$ cat src/rtl/bcd_conv_ctrl_pkg.sv
// Shared definitions for the binary-to-BCD conversion controller:
// FSM state encoding, BCD digit geometry and the leading-zero mask helper.
package bcd_conv_ctrl_pkg;

    localparam int DIGIT_W  = 4;
    localparam int N_DIGITS = 3;
    localparam int BCD_W    = DIGIT_W * N_DIGITS;

    typedef enum logic [1:0] {
        ST_IDLE  = 2'd0,
        ST_SHIFT = 2'd1,
        ST_DONE  = 2'd2
    } state_t;

    // Blank mask for a 3-digit result: hundreds blank when zero, tens blank
    // only when hundreds is also zero, units never blank.
    function automatic logic [N_DIGITS-1:0] lz_blank_mask(input logic [BCD_W-1:0] bcd);
        logic hund_zero;
        logic tens_zero;
        hund_zero = (bcd[2*DIGIT_W +: DIGIT_W] == '0);
        tens_zero = (bcd[1*DIGIT_W +: DIGIT_W] == '0);
        return {hund_zero, hund_zero & tens_zero, 1'b0};
    endfunction

endpackage

$ cat src/rtl/bcd_conv_ctrl_digit_adj.sv
// Single BCD digit correction cell for the shift-and-add-3 conversion:
// a digit of 5 or more gets 3 added so the following left shift carries
// correctly into the next decade.
module bcd_digit_adj
    import bcd_conv_ctrl_pkg::*;
(
    input  logic [DIGIT_W-1:0] digit_in,
    output logic [DIGIT_W-1:0] digit_out
);

    // Add-3 correction, purely combinational.
    always_comb begin
        digit_out = digit_in;
        if (digit_in >= DIGIT_W'(5)) begin
            digit_out = digit_in + DIGIT_W'(3);
        end
    end

endmodule

$ cat src/rtl/bcd_conv_ctrl.sv
// Sequential binary-to-BCD converter (double dabble), one bit per cycle,
// with valid/ready handshakes on both sides.
//
// Optional build macro: BCD_LZ_BLANK_EN adds out_blank, a registered
// leading-zero blank mask ([2] hundreds, [1] tens, [0] units).
//
// state    | meaning
// ---------+-----------------------------------------------------------
// ST_IDLE  | waiting for in_valid; in_ready high
// ST_SHIFT | one add-3/shift step per cycle, IN_W steps total; busy high
// ST_DONE  | result held on out_bcd with out_valid until out_ready
module bcd_conv_ctrl
    import bcd_conv_ctrl_pkg::*;
#(
    parameter int IN_W = 7
) (
    input  logic              clk,
    input  logic              rst_n,
    input  logic              in_valid,
    output logic              in_ready,
    input  logic [IN_W-1:0]   in_bin,
    output logic              out_valid,
    input  logic              out_ready,
    output logic [BCD_W-1:0]  out_bcd,
    output logic              busy
`ifdef BCD_LZ_BLANK_EN
    ,
    output logic [N_DIGITS-1:0] out_blank
`endif
);

    localparam int CNT_W = $clog2(IN_W + 1);

    state_t                  state;
    logic [IN_W-1:0]         bin_q;
    logic [BCD_W-1:0]        bcd_q;
    logic [CNT_W-1:0]        cnt_q;

    logic [BCD_W-1:0]        adj;
    logic [BCD_W+IN_W-1:0]   shifted;
    logic [BCD_W-1:0]        next_bcd;
    logic [IN_W-1:0]         next_bin;
    logic                    last_step;

    // One correction cell per decade of the accumulator.
    for (genvar d = 0; d < N_DIGITS; d++) begin : g_adj
        bcd_digit_adj u_adj (
            .digit_in  (bcd_q[d*DIGIT_W +: DIGIT_W]),
            .digit_out (adj[d*DIGIT_W +: DIGIT_W])
        );
    end

    // Shift the corrected accumulator and the remaining operand bits as one
    // word; the top bit falls off (it is always zero for legal widths).
    always_comb begin
        shifted   = {adj, bin_q} << 1;
        next_bcd  = shifted[BCD_W+IN_W-1:IN_W];
        next_bin  = shifted[IN_W-1:0];
        last_step = (cnt_q == CNT_W'(1));
    end

    // Controller FSM with registered handshake/status outputs.
    always_ff @(posedge clk) begin
        if (!rst_n) begin
            state     <= ST_IDLE;
            bin_q     <= '0;
            bcd_q     <= '0;
            cnt_q     <= '0;
            out_bcd   <= '0;
            in_ready  <= 1'b1;
            out_valid <= 1'b0;
            busy      <= 1'b0;
`ifdef BCD_LZ_BLANK_EN
            out_blank <= 3'b110;
`endif
        end else begin
            case (state)
                ST_IDLE: begin
                    if (in_valid && in_ready) begin
                        bin_q    <= in_bin;
                        bcd_q    <= '0;
                        cnt_q    <= CNT_W'(IN_W);
                        in_ready <= 1'b0;
                        busy     <= 1'b1;
                        state    <= ST_SHIFT;
                    end
                end
                ST_SHIFT: begin
                    bin_q <= next_bin;
                    bcd_q <= next_bcd;
                    cnt_q <= cnt_q - CNT_W'(1);
                    if (last_step) begin
                        out_bcd   <= next_bcd;
`ifdef BCD_LZ_BLANK_EN
                        out_blank <= lz_blank_mask(next_bcd);
`endif
                        busy      <= 1'b0;
                        out_valid <= 1'b1;
                        state     <= ST_DONE;
                    end
                end
                ST_DONE: begin
                    if (out_ready) begin
                        out_valid <= 1'b0;
                        in_ready  <= 1'b1;
                        state     <= ST_IDLE;
                    end
                end
                default: begin
                    in_ready  <= 1'b1;
                    out_valid <= 1'b0;
                    busy      <= 1'b0;
                    state     <= ST_IDLE;
                end
            endcase
        end
    end

endmodule

$ cat config.mk
export PLATFORM = sky130hd
export DESIGN_NAME = bcd_conv_ctrl
export DESIGN_NICKNAME = d
export VERILOG_FILES = /design/src/rtl/bcd_conv_ctrl_pkg.sv /design/src/rtl/bcd_conv_ctrl_digit_adj.sv /design/src/rtl/bcd_conv_ctrl.sv
export SDC_FILE = /design/constraint.sdc
export NUM_CORES = 1
export LEC_CHECK = 0
export CAP_MARGIN = 20
export CORE_ASPECT_RATIO = 0.5
export CORE_MARGIN = 5
export CORE_UTILIZATION = 45
export DETAILED_ROUTE_END_ITERATION = 6
export HOLD_SLACK_MARGIN = 0.05
export PLACE_DENSITY = 0.73
export SETUP_SLACK_MARGIN = 0.4
export SYNTH_ARGS = -nofsm -noshare
export SYNTH_HDL_FRONTEND = slang
export SYNTH_SLANG_ARGS = --single-unit
$ cat constraint.sdc
create_clock -name clk -period 1.9 [get_ports clk]
set_input_delay 0.19 -clock clk [delete_from_list [all_inputs] [get_ports clk]]
set_output_delay 0.19 -clock clk [all_outputs]
set_load 0.005 [all_outputs]
Word level (Yosys, flattened, before mapping). Index checks and enable logic that the tools add are counted.

Magnitude comparators: 3. Bitwise logic cells: 3. Equality and inequality tests: 6. Mux-type cells: 22. Reductions and logical operators: 9. Add/sub/neg operators: 4.

Operators with widths (count): one-hot mux 12 bit (2 select lines) (1); one-hot mux 7 bit (2 select lines) (1); greater-or-equal comparator 4 x 3 -> 1 bit, second input constant (3); 2-to-1 mux 12 bit (1); AND reduction 3 bit (4); one-hot mux 1 bit (3 select lines) (3); adder 4 x 2 -> 4 bit, second input constant (2); 2-to-1 mux 4 bit (2); 2-to-1 mux 7 bit (1); 2-to-1 mux 1 bit (6); 2-to-1 mux 2 bit (3); 2-to-1 mux 3 bit (2); inequality test 2 bit, second input constant (3); one-hot mux 2 bit (3 select lines) (1); one-hot mux 3 bit (2 select lines) (1); AND reduction 2 bit (2); adder 3 x 2 -> 3 bit, second input constant (1); == test 3 x 1 -> 1 bit, second input constant (1); inverter 1 bit (3); subtractor 3 x 1 -> 3 bit, second input constant (1); == test 2 x 1 -> 1 bit, second input constant (1); == test 2 bit, second input constant (1); logical NOT 2 bit (1); nonzero test 2 bit (1); logical AND 1 bit (1).

Word-level logic and storage cells: 55. Output and inout bits: 15. Bits in registers: 39. Bits of input ports: 11.

Logic depth before layout (Yosys ltp). Gate-level depths: netlist (run 1).

Word-level depth: 3. Mapped depth: 8. Mapped depth without buffers: 6.

Hierarchy. A second synthesis (run 1) with hierarchy kept.

Cell total of the unflattened synthesis: 202. Area, all modules: 1790.5 sq um.

Modules (own cells, without submodules): bcd_conv_ctrl (seq. area each 780.7 sq um, cells each 154, times used 1, area an instance 1486.4 sq um); bcd_digit_adj (seq. area each 0.0 sq um, cells each 16, times used 3, area an instance 101.3 sq um).

Worst setup path before layout (run 1). Ideal clock, no wire load.

Path type: register to register. Start point: register bcd_q[1]. End point: register out_bcd[2]. Library setup time: 75 ps. Buffers on the path: 0. Period minus slack after synthesis: 1468 ps. Arrival time: 1394 ps. Cell stages (with the launch flop): 7. Required time: 1825 ps. Path slack: 432 ps. Cells stage by stage: dfxtp_1 > inv_1 > ha_1 > nand2b_1 > a21oi_1 > mux2_2 > o22ai_1.

Longest elaborated chain between the ends: 2. Elaborated cells between the ends (all ways): 3. Classes of those cells: add/sub (1); order compare (1); mux (1).

RTL lines: from (decl) (line bcd_conv_ctrl.sv:36) `logic [BCD_W-1:0] bcd_q;`; from (signal assigned) (line bcd_conv_ctrl.sv:90) `bcd_q <= next_bcd;`; adder 4 x 2 -> 4 bit or greater-or-equal comparator 4 x 3 -> 1 bit (tied branches) (line bcd_conv_ctrl_digit_adj.sv:15, bcd_conv_ctrl_digit_adj.sv:14); 2-to-1 mux 4 bit * (line bcd_conv_ctrl_digit_adj.sv:14) `if (digit_in >= DIGIT_W'(5)) begin`; to (signal assigned) (line bcd_conv_ctrl.sv:93) `out_bcd <= next_bcd;`; to (decl) (line bcd_conv_ctrl.sv:24) `output logic [BCD_W-1:0] out_bcd,`.

Every way passes the cells marked *; elsewhere a longest branch is shown, timed or not. A chain may end at the register's enable or synchronous reset.

Worst setup path in the final report (run 1). Ends and elaborated chain as after synthesis.

==> metrics.txt, run 1 <==
n_diodes=0; mapped cell area=1860 um2; first-pass GRT wire length=6660 um; critical path required time=2.13 ns; reg2reg start=bcd_q[1]; IO buf count=25; CTS Root Cell=clkbuf_8; Setup Skew=0.00395 ns; hold path start=out_bcd[5]; CTS H-tree depth=2; largest net degree at the start of global routing=17; worst setup path startpoint=bcd_q[1]; Worst-Margin Slew=~0.47 ns; leak pwr=roughly 0.93 nW; flop2flop setup slack=0.42 ns; clk slew on worst S/H paths=around 0.080 ns; Ys Warns=0; total negative slack=0 ns; Crit-path slowest cell=dfxtp_2; R2R Path End=out_bcd[2]; max cap viols=0; nets=258; distinct cell type count after synthesis=37; Rows=16; finished layout cell area=2450 um2; initial antenna violation count=0; status=completed; Hold Fails Final Rpt=0; total wire length=4080 um; vias in the first global route=1,454; CP max FO=3; RD Place Congestion=just over 0.8; WL per Instance=between 10 and 15 um; syn_area_per_cell=9.04 um2; clk buf depth=2; Min-Delay Path Depth=2; first drt pass iteration count=4; fin crit share=77.8%; number of synthesized register bits=39; Slowest Stage Delay on Critical Path=0.34 ns; Starting Density=a little under half; clk_lat worst skew=0.30 ns; DR vias/cell=5.31; final worst path period need=1.48 ns; grt ovf=0; Reg2Reg Depth=6; leading cell type in the layout, fill and taps excluded=dfxtp_1; Fmax=676 MHz; final setup fails=0; Hold WC Path Type=register to register; RSZ-0062 raised after global routing=yes; kind of critical path=register to register; via count=1,561; DRC violations left=0; total die area=5600 um2; crit path launch type=register; Worst Path Arrival=1.71 ns; Final Max Slew Viols=0; CP endpoint kind=register; Synth area leaders=dfxtp_1 (42%), ha_1 (5.4%), a21oi_1 (4.8%); die width=101 um; Power Density=742 nW/um2; worst-path cell chain=inv_2, ha_1, nand2b_4, a21oi_4, mux2_4, o22ai_2; Routed Antenna Nets=0; asr flop ratio synth=0%; slew margin rel.=68.4%; Peak VDD IR=~0.26 mV; syn nets=225; DRT iter0 DRCs=37; P&R area growth vs syn=31.8%; TritonCTS clock tree=yes; Top FF cell, synth=dfxtp_1; cell type with the largest total area after synthesis=dfxtp_1; gr usage total=14.9%; placed cell areas=2180 um2; final core occ=62.2%; CTS buffer count=5; Post-synth EDFFs=0; layout cell share with drive strength beyond 1=24.2%; Min Hold Slack=~0.48 ns; chip height=between 50 and 60 um; Hold Path End=out_bcd[5]; Synth top area share=41.9%; leading cell types in the layout, fill and taps excluded=dfxtp_1 (33), clkdlybuf4s50_1 (25), nand2_1 (24); Clock Sink Count=39; area of the core=3940 um2; sequential fraction of the synthesis area=41.9%; I/O pin total=26; Mapped Cells=between 200 and 250; detailed placer's ending HPWL=about 2700 um
state kept, by name (all words and copies together) (netlist names):
name,count
bin_q,7
in_ready,1
busy,1
out_bcd,12
cnt_q,3
state,2
bcd_q,12
out_valid,1
synthesized netlist by cell type (2+ instances only):
cell type / n
dfxtp_1: 39
nand2_1: 24
a21oi_1: 18
o21ai_0: 14
inv_1: 9
nand3_1: 9
ha_1: 8
o211a_1: 7
o2bb2ai_1: 7
buf_2: 6
nor2b_1: 6
nand2b_1: 5
nor3b_1: 5
and2_1: 4
nor2_1: 4
o22ai_1: 4
clkbuf_1: 3
nor3_1: 3
xnor2_1: 3
a21boi_0: 2
a21oi_2: 2
a22oi_1: 2
buf_4: 2
buf_6: 2
mux2_2: 2
mux2i_1: 2
nand3_2: 2
nand4_1: 2
o221ai_2: 2
layer usage:
layer / vias up / share of wire, % / GRT usage [%]
li1: 793 / - / -
met1: 746 / 47 / 18.5
met2: 16 / 47 / 24.0
met3: 6 / 3.5 / 4.27
met4: 0 / 1.7 / 6.25
met5: - / 0 / 0
worst max-delay path: cells and delay by family, from the launching register on:
family          cells  cell delay [ns]
compound gates      2             0.33
fa+ha+maj           1             0.18
buf+inv             1             0.06
flops               1             0.34
mux                 1             0.34
simple gates        1             0.15
worst max-delay path by stage:
stage                     slack, ns          to  depth (start not counted)
after detailed placement       0.22    bcd_q[1]                          5
after global placement         0.25    bcd_q[1]                          5
after CTS                      0.38  out_bcd[2]                          6
after global routing           0.36    bcd_q[2]                          6
after floorplan                0.43  out_bcd[2]                          6
final                          0.42  out_bcd[2]                          6
what timing repair did:
item / CTS / global route
resized for setup: 11 / 22
pin swaps: 3 / 4
setup endpoints to repair: 16 / 22
hold buffers: 0 / 0
endpoints found under the hold margin: 0 / 0
setup buffers: 4 / 3
gates cloned: 0 / 0
cell type report:
cell class,count,area [um2]
Multi-Input combinational cell,145,1080
Fill cell,318,1490
Inverter,9,33.8
Sequential cell,39,788
Timing Repair Buffer,39,380
Clock buffer,8,100
Tap cell,54,67.6
power by group:
| group | switching (mW) | leakage, nW | internal (mW) |
|---|---|---|---|
| Clock | 0.291 | 0.0515 | 0.331 |
| Sequential | 0.0381 | 0.321 | 0.865 |
| Combinational | 0.142 | 0.561 | 0.153 |
| Total | 0.472 | 0.933 | 1.35 |
metrics by stage:
step	std cells	setup slack (ns)	power [mW]
finish	294	0.421	1.82
global route	294	0.363	1.90
CTS	291	0.378	1.81
detailed placement	279	0.219	1.20
global placement	279	0.253	1.19
floorplan	206	0.432	1.09
logic make-up (layout without fill, tap and decap cells):
logic type               after synthesis  after routing  synth area share, %
AND/OR/NAND/NOR                       69             69                 20.0
AO/OA/AOI/OAI                         61             61                 23.0
flip-flops                            39             39                 41.9
buffers and inverters                 22             56                 6.05
adder cells (fa/ha/maj)                8              8                 5.38
multiplexers                           4              4                 2.28
XOR/XNOR                               3              3                 1.41
Power figures use the tool's default switching activity.
==> run 2, diff against run 1 <==
- PLACE_DENSITY: 0.73 -> 0.75
- clock period: 1.9 -> 1.3 ns (I/O delays scaled with it)
==> metrics.txt, run 2 (same netlist as run 1, synthesis figures left out) <==
status=complete, but fails checks; failing checks=setup timing; Setup Skew=0.0146 ns (+0.0107 ns); leak pwr=1.36 nW (+46%); initial antenna violation count=0 (unchanged); Rows=16 (unchanged); CTS H-tree depth=2 (unchanged); Crit path max-delay family=simple AND/OR/NAND/NOR gates; Slowest Stage Delay on Critical Path=0.32 ns (-0.02 ns); TritonCTS clock tree=yes; leading cell types in the layout, fill and taps excluded=buf_4 (29), buf_6 (21), dfxtp_2 (17); Worst-Margin Slew=0.394 ns (-0.0782 ns); kind of critical path=register to register; fin crit share=106% (+29 points); final setup fails=17 (+17); Starting Density=47.2% (unchanged); die width=101 um (unchanged); final worst path period need=1.38 ns (-0.0949 ns); n_diodes=0 (unchanged); area of the core=3940 um2 (unchanged); leading cell type in the layout, fill and taps excluded=buf_4; RD Place Congestion=0.779 (-6.3%); clk slew on worst S/H paths=0.09 ns (about the same); Fmax=722 MHz (+6.9%); Clock Sink Count=39 (unchanged); clk buf depth=2 (unchanged); Routed Antenna Nets=0 (unchanged); CP endpoint kind=register; largest net degree at the start of global routing=18 (+1); nets=298 (+16%); total wire length=5970 um (+46%); WL per Instance=17.9 um (+29%); vias in the first global route=1,834 (+26%); hold buffer count at CTS=0 (unchanged); Worst Path Arrival=1.62 ns (-0.09 ns); fin cells=334 (+14%); IO buf count=25 (unchanged); Crit path depth=7 (+1); sequential cell area=828 um2 (+5.1%); area occupied by multi-input gates=1460 um2 (+35%); placed cell areas=2600 um2 (+19%); first drt pass iteration count=7 (+3); DRC violations left=0 (unchanged); first-pass GRT wire length=9050 um (+36%); P&R area growth vs syn=73.3%; Regs by FF count=bcd_q x12, out_bcd x12, bin_q x7; setup ws final=-0.0842 ns (-0.505 ns); Min-Delay Path Depth=3 (+1); grt ovf=0 (unchanged); gr usage total=20.2% (+5.4 points); DR vias/cell=5.54 (+4.4%); critical path required time=1.54 ns (-0.59 ns); I/O pin total=26 (unchanged); Final Power=3.27 mW (+79%); worst-path cell chain=inv_2, ha_4, nor2b_4, and2_4, buf_12, o21ai_4, a21oi_2; total die area=5600 um2 (unchanged); CTS Root Cell=clkbuf_8; slew margin rel.=73.7% (+5.3 points); max cap viols=0 (unchanged); filler cell count=195 (-39%); Crit-path slowest cell=dfxtp_2; Power Density=1010 nW/um2 (+36%); detailed placer's ending HPWL=3100 um (+14%); Reg2Reg Depth=7 (+1); Min Hold Slack=0.363 ns (-0.116 ns); chip height=55.5 um (unchanged); clk_lat worst skew=0.31 ns (about the same); CTS buffer count=5 (unchanged); Hold WC Path Type=input pin to register; layout cell share with drive strength beyond 1=66.8% (+43 points); Buf/Inv on CP=2 (+1); crit path launch type=register; DRT iter0 DRCs=69 (+86%); via count=1,851 (+19%); Hold Fails Final Rpt=0 (unchanged); Final Max Slew Viols=0 (unchanged); RSZ-0062 raised after global routing=yes; finished layout cell area=3230 um2 (+32%); Peak VDD IR=0.499 mV (+91%); CP max FO=7 (+4); Placed Cells=303 (+8.6%)
[run 2: changes by cell type in the layout (fill, tap and decap cells not counted), sizes merged, moves of 2 or more]
| cell | previous run | this run |
|---|---|---|
| buf | 14 | 65 |
| clkbuf | 8 | 6 |
| clkdlybuf4s50 | 25 | 8 |
| dlygate4sd2 | 0 | 3 |
[run 2: where the power goes]
group	switching [mW]	total, mW	internal [mW]
Clock	0.476	1.10	0.622
Sequential	0.0712	1.33	1.26
Combinational	0.385	0.836	0.451
[run 2: metrics by stage]
| stage | setup slack (ns) | util (%) | setup TNS [ns] |
|---|---|---|---|
| floorplan | -0.0249 | - | -0.0437 |
| global placement | -0.264 | 65.9 | -3.99 |
| detailed placement | -0.278 | 65.9 | -4.60 |
| CTS | -0.0965 | 77.5 | -0.545 |
| global route | -0.130 | 81.8 | -1.63 |
| finish | -0.0842 | 81.8 | -0.770 |
[run 2: cell type report]
type	count	area share, %
Multi-Input combinational cell	147	45.2
Inverter	9	1.51
Tap cell	54	2.09
Sequential cell	39	25.7
Timing Repair Buffer	77	21.9
Clock inverter	2	1.09
Clock buffer	6	2.56
[run 2: worst reg2reg max path, stage by stage, from the launching register on]
cell and delay (ns):
dfxtp_2 0.32, inv_2 0.07, ha_4 0.12, nor2b_4 0.18, and2_4 0.29, buf_12 0.16
o21ai_4 0.06, a21oi_2 0.12
[run 2: timing repair]
action,in CTS,in global routing
resized for setup,143,32
cloned,1,1
setup buffers,17,4
setup endpoints to repair,54,43
pin swaps,27,18
[run 2: path summary, 6_finish.rpt]
kind	slack [ns]	end	from
setup / recovery	-0.08	out_bcd[7]	cnt_q[1]
setup reg to reg	-0.08	out_bcd[7]	cnt_q[1]
hold reg to reg	0.47	out_bcd[1]	out_bcd[1]
hold / removal	0.36	out_bcd[11]	rst_n
[run 2: metal layers]
metal  vias to the layer above  track usage (%)  routed length [um]
li1                        878                -                   -
met1                       909             27.3                2620
met2                        56             31.5                2960
met3                         8             4.90                 295
met4                         0             7.01                  97
met5                         -                0                   0
==> RTL change (settings of run 1) <==
Re-encode `state_t` (3 states) as one-hot, 3 bits wide.
--- a/src/rtl/bcd_conv_ctrl_pkg.sv
+++ b/src/rtl/bcd_conv_ctrl_pkg.sv
@@ -6,10 +6,10 @@
     localparam int N_DIGITS = 3;
     localparam int BCD_W    = DIGIT_W * N_DIGITS;
 
-    typedef enum logic [1:0] {
-        ST_IDLE  = 2'd0,
-        ST_SHIFT = 2'd1,
-        ST_DONE  = 2'd2
+    typedef enum logic [2:0] {
+        ST_IDLE  = 3'b001,
+        ST_SHIFT = 3'b010,
+        ST_DONE  = 3'b100
     } state_t;
 
     // Blank mask for a 3-digit result: hundreds blank when zero, tens blank
Formal check against the unedited RTL: no difference found for any inputs over 10 cycles, from zero or initial values and one cycle with rst_n low; not proved beyond that.
==> RTL change against run 1 <==
- critical path depth is 2 lower
- sequential cell count is 1 higher
- hold slack worse by 0.011 ns
- critical endpoint is now bcd_q[9]$_SDFFE_PN0P_
- clock power is 12% higher
- count of clock-buffer cells in the layout is 3 lower
- design area is 2.7% higher
- first-iteration DRC count grew to 2.5 times the old value
- wire length is 7.0% higher
- die area is 0.29% lower
- via count is 2.6% higher
- power is 8.9% higher
- area after synthesis is 0.34% lower
- setup slack worse by 0.0041 ns
==> RTL change: results (changes against run 1) <==
[synth]
synth_xor_xnor_area_share_pct = 1.89  ; was 1.41%
synth_seq_area_share_pct = 43.2  ; was 41.9%
synthAdderAreaFrac_pct = 5.39  ; was 5.38%
postSynthCellCount = 202  ; was 206
synthTopCellsByArea = dfxtp_1 43%, nand2_1 5.5%, ha_1 5.4%, o2bb2ai_1 3.8%, a21boi_0 3.6%  ; was dfxtp_1 42%, ha_1 5.4%, a21oi_1 4.8%, nand2_1 4.8%, o211a_1 3.8%
synth_compound_area_share_pct = 23.0  ; about the same
synthMuxAreaShare_pct = 2.36  ; was 2.28%
synth_commonest_cells = 40 x dfxtp_1, 27 x nand2_1, 11 x a21oi_1  ; was 39 x dfxtp_1, 24 x nand2_1, 18 x a21oi_1, 14 x o21ai_0

[grt]
grt_pass1_wl_um = 7030  ; was 6660 um
grt_max_degree = 30  ; was 17
grt_use_met1_pct = 20.1  ; was 18.5%
met2_usage_pct = 24.6  ; was 24.0%
grt_use_total_pct = 15.6  ; was 14.9%
grtUsageMet3_pct = 4.52  ; was 4.27%
grt_pass1_vias = 1441  ; was 1,454

[timing]
finalClockSkew_ns = 0.00672  ; was 0.00395 ns
max-slew-margin-rel_pct = 74.9  ; was 68.4%
finalCritPeriodShare_pct = 78.1  ; was 77.8%

[critical_path]
r2r_start = state[1]$_SDFFE_PN0P_  ; was bcd_q[1]$_SDFFE_PN0P_
crit_path_start = state[1]$_SDFFE_PN0P_  ; was bcd_q[1]$_SDFFE_PN0P_
reg2regPathDepth = 4  ; was 6
critPathTopFamily = simple AND/OR/NAND/NOR gates  ; was flip-flops
worstPathMaxFanout = 8  ; was 3
cp_slowest_cell = or3b_4  ; was dfxtp_2
r2r_end = bcd_q[9]$_SDFFE_PN0P_  ; was out_bcd[2]$_SDFFE_PN0P_
cp_slowest_stage_delay_ns = 0.48  ; was 0.34 ns

[cells_and_area]
nets = 259  ; was 258
largest_registers = bcd_q: 12 flops, out_bcd: 12 flops, bin_q: 7 flops  ; unchanged

[drt]
via_per_inst = 5.43  ; was 5.31
met3_length_um = 158  ; was 141 um
drt_iter0_drc = 93  ; was 37
drt-met1-wl_um = 2010  ; was 1940 um
wl_per_cell_um = 14.8  ; was 13.9 um
dr_wl_met2_um = 2100  ; was 1930 um

[clock_network]
ctsResizeCount = 18  ; was 11

[power_and_ir_drop]
ir_worst_vdd_mv = 0.448  ; was 0.261 mV

[placed_design]
hpwl_um = 2760  ; was 2710 um

[status]
status = complete, no violations  ; unchanged

RTL change: cell count changes after synthesis, sizes merged, moves of 3 or more:
cell / change
o211a: -3
nand2: +4
nand3: -4
a22oi: +4
o21ai: -6
buf: -3
nor2b: -6
a21oi: -9
nand2b: +4
nor2: +3
a21boi: +10
RTL change: area by class of cell:
class / instances / area, um^2 / share of cell area, %
multi-input combinational: 144 / 1120 / 44.5
clock buffer: 5 / 68.8 / 2.73
clock inverter: 3 / 42.5 / 1.69
tap: 54 / 67.6 / 2.68
timing repair buffer: 40 / 375 / 14.9
sequential: 40 / 810 / 32.1
inverter: 9 / 33.8 / 1.34
RTL change: worst min path at each step:
stage                     startpoint               endpoint  slack, ns  cells past startpoint
6_report       bin_q[4]$_SDFFE_PN0P_  bin_q[4]$_SDFFE_PN0P_       0.47                      2
2_1_floorplan              in_bin[0]  bin_q[0]$_SDFFE_PN0P_       0.33                      2
4_1_cts                    in_bin[0]  bin_q[0]$_SDFFE_PN0P_       0.46                      3
3_5_place_dp   bcd_q[9]$_SDFFE_PN0P_  bcd_q[9]$_SDFFE_PN0P_       0.45                      1
5_1_grt                    in_bin[0]  bin_q[0]$_SDFFE_PN0P_       0.48                      3
3_3_place_gp   bcd_q[9]$_SDFFE_PN0P_  bcd_q[9]$_SDFFE_PN0P_       0.45                      1
RTL change: metrics by stage:
step | power, W | hold WS [ns] | area, um^2 | instances
after global placement | 0.00124 | 0.451 | 2160 | 277
after detailed placement | 0.00125 | 0.449 | 2160 | 277
final | 0.00198 | 0.467 | 2520 | 295
after global routing | 0.00207 | 0.478 | 2520 | 295
after CTS | 0.00196 | 0.460 | 2390 | 290
after floorplan | 0.00116 | 0.335 | 1860 | 202
RTL change: report_power, final:
part	internal (W)	switching, W
sequential	0.000896	0.0000434
clock	0.000389	0.000310
combinational	0.000171	0.000173
